$ cat config.mk
export PLATFORM = sky130hd
export DESIGN_NAME = mem_bus_if
export DESIGN_NICKNAME = d
export VERILOG_FILES = /design/src/rtl/mem_bus_if.sv
export SDC_FILE = /design/constraint.sdc
export NUM_CORES = 1
export LEC_CHECK = 0
export ABC_AREA = 1
export CAP_MARGIN = 20
export CORE_UTILIZATION = 40
export DETAILED_ROUTE_END_ITERATION = 10
export HOLD_SLACK_MARGIN = 0.06
export PLACE_DENSITY = 0.86
export RECOVER_POWER = 50
export SYNTH_ARGS = -nofsm -noshare
export SYNTH_HDL_FRONTEND = slang
export SYNTH_SLANG_ARGS = --single-unit
$ cat constraint.sdc
create_clock -name clk -period 4.94 [get_ports clk]
set_input_delay 1.235 -clock clk [delete_from_list [all_inputs] [get_ports clk]]
set_output_delay 1.235 -clock clk [all_outputs]
set_load 0.05 [all_outputs]
$ cat src/rtl/mem_bus_if.sv
// rtl/mem_bus_if.sv - pipeline memory stage to single-outstanding word bus bridge
//
// Parameters:
//   TIMEOUT_CYC  cycles waited in RESP without a response before error completion
// Ports:
//   clk, rst_n                      clock; asynchronous active-high reset (1 = reset)
//   pipe_req_i/we_i/addr_i/wdata_i  access request from the memory stage
//   pipe_stall_o                    freeze upstream while an access is in flight
//   pipe_done_o/err_o/rdata_o       one-cycle completion pulse, error, last read word
//   bus_req_o/we_o/addr_o/wdata_o   bus request, held stable until bus_gnt_i
//   bus_gnt_i                       request accepted
//   bus_rvalid_i/rdata_i/err_i      response (read data or write ack) and error
`timescale 1ns/1ps

module mem_bus_if #(
    parameter int TIMEOUT_CYC = 16
) (
    input  logic        clk,
    input  logic        rst_n,
    input  logic        pipe_req_i,
    input  logic        pipe_we_i,
    input  logic [31:0] pipe_addr_i,
    input  logic [31:0] pipe_wdata_i,
    output logic        pipe_stall_o,
    output logic        pipe_done_o,
    output logic [31:0] pipe_rdata_o,
    output logic        pipe_err_o,
    output logic        bus_req_o,
    output logic        bus_we_o,
    output logic [31:0] bus_addr_o,
    output logic [31:0] bus_wdata_o,
    input  logic        bus_gnt_i,
    input  logic        bus_rvalid_i,
    input  logic [31:0] bus_rdata_i,
    input  logic        bus_err_i
);

    localparam int CW = $clog2(TIMEOUT_CYC + 1);

    typedef enum logic [1:0] {
        S_IDLE,
        S_REQ,
        S_RESP,
        S_DONE
    } state_t;

    state_t        state;
    state_t        state_nxt;
    logic          hold_we;
    logic [31:0]   hold_addr;
    logic [31:0]   hold_wdata;
    logic [31:0]   rdata_q;
    logic          err_q;
    logic [CW-1:0] tmo_cnt;
    logic          resp_cap;
    logic          tmo_hit;

    // Byte-lane bits are dropped: the bus only sees word addresses.
    logic unused_addr_bits;
    assign unused_addr_bits = ^pipe_addr_i[1:0];

    always_comb begin
        state_nxt = state;
        resp_cap  = 1'b0;
        tmo_hit   = 1'b0;
        case (state)
            S_IDLE: begin
                if (pipe_req_i) begin
                    state_nxt = S_REQ;
                end
            end
            S_REQ: begin
                // A response arriving with the grant completes the access at once;
                // rvalid without a grant belongs to nobody and is dropped.
                if (bus_gnt_i) begin
                    if (bus_rvalid_i) begin
                        state_nxt = S_DONE;
                        resp_cap  = 1'b1;
                    end else begin
                        state_nxt = S_RESP;
                    end
                end
            end
            S_RESP: begin
                if (bus_rvalid_i) begin
                    state_nxt = S_DONE;
                    resp_cap  = 1'b1;
                end else if (tmo_cnt == CW'(TIMEOUT_CYC - 1)) begin
                    // This is the TIMEOUT_CYC-th silent RESP cycle.
                    state_nxt = S_DONE;
                    tmo_hit   = 1'b1;
                end
            end
            S_DONE: begin
                state_nxt = S_IDLE;
            end
            default: begin
                state_nxt = S_IDLE;
            end
        endcase
    end

    always_ff @(posedge clk or posedge rst_n) begin
        if (rst_n) begin
            state      <= S_IDLE;
            hold_we    <= 1'b0;
            hold_addr  <= 32'h0;
            hold_wdata <= 32'h0;
            rdata_q    <= 32'h0;
            err_q      <= 1'b0;
            tmo_cnt    <= '0;
        end else begin
            state <= state_nxt;
            if (state == S_IDLE && pipe_req_i) begin
                hold_we    <= pipe_we_i;
                hold_addr  <= {pipe_addr_i[31:2], 2'b00};
                hold_wdata <= pipe_wdata_i;
            end
            if (resp_cap) begin
                err_q <= bus_err_i;
                if (!hold_we) begin
                    rdata_q <= bus_rdata_i;
                end
            end else if (tmo_hit) begin
                err_q <= 1'b1;
            end
            if (state == S_RESP && state_nxt == S_RESP) begin
                tmo_cnt <= tmo_cnt + 1'b1;
            end else begin
                tmo_cnt <= '0;
            end
        end
    end

    assign bus_req_o    = (state == S_REQ);
    assign bus_we_o     = (state == S_REQ) && hold_we;
    assign bus_addr_o   = hold_addr;
    assign bus_wdata_o  = hold_wdata;
    assign pipe_done_o  = (state == S_DONE);
    assign pipe_err_o   = (state == S_DONE) && err_q;
    assign pipe_rdata_o = rdata_q;
    assign pipe_stall_o = (state == S_IDLE && pipe_req_i) || state == S_REQ || state == S_RESP;

endmodule

==> summary.md <==
| Metric | Value |
|---|---|
| Crit path DAT | `3930 ps` |
| Via count | `3157` |
| Die X | `104 um` |
| WP buf/inv | `1` |
| # diodes | `0` |
| Largest net degree at the start of global routing | `64` |
| Status | `complete, but fails checks` |
| Setup Fix Bufs, Post-CTS | `0` |
| Post-Route Skew | `14.3 ps` |
| Max Cap Violations | `2` |
| Most common library cell in the layout ignoring fill and taps | `clkdlybuf4s50_1` |
| Final min period | `3640 ps` |
| CP max stage cell | `nand3_1` |
| Final setup viols | `0` |
| Layout overhead on the synthesized area | `54.1%` |
| Max incr delay on CP | `930 ps` |
| WL final | `10300 um` |
| Most frequent cells in the layout | `clkdlybuf4s50_1 (196), dfrtp_1 (103), nand2_1 (65)` |
| Pwr dens | `782 nW/um^2` |
| Detail Placement HPWL | `7540 um` |
| Vias in the first global route | `3426` |
| Net Sw Power | `2.48 mW` |
| Synth warn | `0` |
| Clock tree from TritonCTS | `yes` |
| Seq/Total Area, Yosys | `0.620` |
| Initial DRC count | `80` |
| Fraction of layout cells with a size suffix above 1 | `0.180` |
| Num rows | `36` |
| Mapped Avg Cell Area | `12.4 sq um` |
| Global routing's busiest layer | `met2` |
| Setup TNS | `0 ps` |
| Critical Path Start Type | `primary input` |
| Max VDD drop | `431 uV` |
| Fmax | `275 MHz` |
| GR Util All Layers | `0.199` |
| Endpoints failing hold | `0` |
| Met2 usage | `0.350` |
| Worst min path class | `register to register` |
| CTS Buf Count | `9` |
| Internal Power | `2.53 mW` |
| Nets | `643` |
| Final worst-path cycle share | `0.737` |
| Sequential share of power | `0.287` |
| DRT Pass-1 Iters | `4` |
| Critical Path End Type | `register` |
| Synthesis-stage register bit count | `103` |
| Unrepaired setup endpoints after global routing | `no` |
| Antenna violations before repair | `0` |
| Die height | `104 um` |
| Clock Pin Slew Worst Setup and Hold Paths | `100 ps` |
| Final core occ | `0.646` |
| Worst-path maximum fanout | `35` |
| Worst-Skew Late Latency | `350 ps` |
| Fin. max-slew vios | `103` |
| M3 GR Usage | `0.0558` |
| PnR Total Power | `5.01 mW` |
| CTS Hold Buffers Added | `0` |
| Grt total ovfl | `0` |
| CP Class | `primary input to register` |
| Clk pwr share | `0.099` |
| Slew margin rel. | `-0.0760` |
| Met1 Resource Use GR | `0.229` |
| WL/cell | `15.3 um` |
| P_leak | `2.83 nW` |
| CTS Buffer Depth | `2` |
| Failing checks | `max-capacitance violations, max-slew violations` |
| Worst path top cell family by delay | `simple AND/OR/NAND/NOR gates` |
| Worst-path cell chain | `clkdlybuf4s50_1, nand2_1, nand2_2, nand3_1, nor2_8, nand2_1, nand2_1` |
| H-tree Lvls | `3` |
| DRC viols | `0` |
| First-pass GRT wire length | `17000 um` |
| Post-Syn Area | `4160 sq um` |
| DIE AREA | `10800 sq um` |
| Required @ worst endpoint | `5230 ps` |
| Netlist cell types | `23` |
| Post-synthesis cell count | `335` |
| Initial Util | `0.419` |
| Routed vias/inst | `4.70` |
| Post-CTS resize count | `0` |
| Core Area | `9910 sq um` |
| Worst-Margin Slew | `1610 ps` |
| Port bufs | `199` |
| Most common cell on crit path | `nand2_1` |
| Switching Share | `0.495` |
| IO Count | `204` |
| Clock sink count | `103` |
| Clk Tree Root Cell | `clkbuf_8` |
| Placer Congestion | `0.744` |
| Combinational power share | `0.614` |
| DRT antenna net count | `0` |
==> cell families after synthesis <==
| logic type | synth area share |
|---|---|
| AOI/OAI and AO/OA | 0.0437 |
| xor gates and xnor gates | 0.00422 |
| adders and majority gates | 0.0211 |
| buffers and inverters | 0.0370 |
| DFF | 0.620 |
| muxes | 0.171 |
| other | 0.000902 |
| and+or+nand+nor | 0.102 |
==> cells in the mapped netlist, drive strengths merged <==
cell,n,share of area
nand3,6,0.010
buf,11,0.020
and3,1,0.0015
xnor2,1,0.0021
o21ai,33,0.040
conb,1,0.00090
mux2,63,0.17
nor2,11,0.014
a21oi,2,0.0024
ha,7,0.021
inv,12,0.011
clkbuf,6,0.0063
dfrtp,103,0.62
xor2,1,0.0021
nand2,76,0.076
a31oi,1,0.0015
==> final cells by class <==
cell class                 count  area [sq um]
tap                          133           166
sequential                   103          2580
timing repair buffer         203          2010
clock inverter                 5          38.8
inverter                      12          46.3
clock buffer                  11           151
multi-input combinational    204          1410
fill                         808          3500
==> metrics by stage <==
step | hold slack, ps | instance area, sq um | setup slack [ps] | std cells
after detailed placement | 481 | 6240 | 1620 | 655
final | 483 | 6400 | 1300 | 671
after CTS | 493 | 6430 | 1530 | 671
after floorplan | 433 | 4160 | 1000 | 336
after global routing | 520 | 6400 | 1060 | 671
after global placement | 444 | 6240 | 1630 | 655
==> worst paths after layout <==
kind                            startpoint  depth (start not counted)               to  slack [ps]
worst min register to register  tmo_cnt[0]                          1       tmo_cnt[0]         480
max in group asynchronous            rst_n                          3          hold_we        1630
min in group asynchronous            rst_n                          2  bus_wdata_o[15]        1720
worst min-delay path            tmo_cnt[0]                          1       tmo_cnt[0]         480
worst max register to register    state[1]                          8  pipe_rdata_o[6]        1760
worst max-delay path             bus_gnt_i                          7  pipe_rdata_o[6]        1300
==> layer usage <==
metal | up-vias | share of wire
li1 | 1493 | -
met1 | 1528 | 0.39
met2 | 119 | 0.52
met3 | 17 | 0.067
met4 | 0 | 0.019
met5 | - | 0
==> flip-flops by register name (all words and copies together), names as in the netlist <==
register      cells
state             2
hold_we           1
pipe_rdata_o     32
bus_wdata_o      32
err_q             1
tmo_cnt           5
bus_addr_o       30
==> worst reg2reg max path, stage by stage (launching register included) <==
cell	delay (ps)
dfrtp_1	420
inv_1	130
ha_1	290
nand2_1	130
nand2_2	80
nand3_1	930
nor2_8	890
nand2_1	140
nand2_1	100
==> power by group through the flow <==
stage	registers [mW]	logic, mW	clock network, mW
finish	1.44	3.08	0.496
CTS	1.44	3.10	0.518
global route	1.49	3.22	0.552
global placement	1.43	3.04	0
floorplan	2.76	0.738	0
detailed placement	1.46	3.10	0
Note: power is estimated with default switching activity, not from simulation.
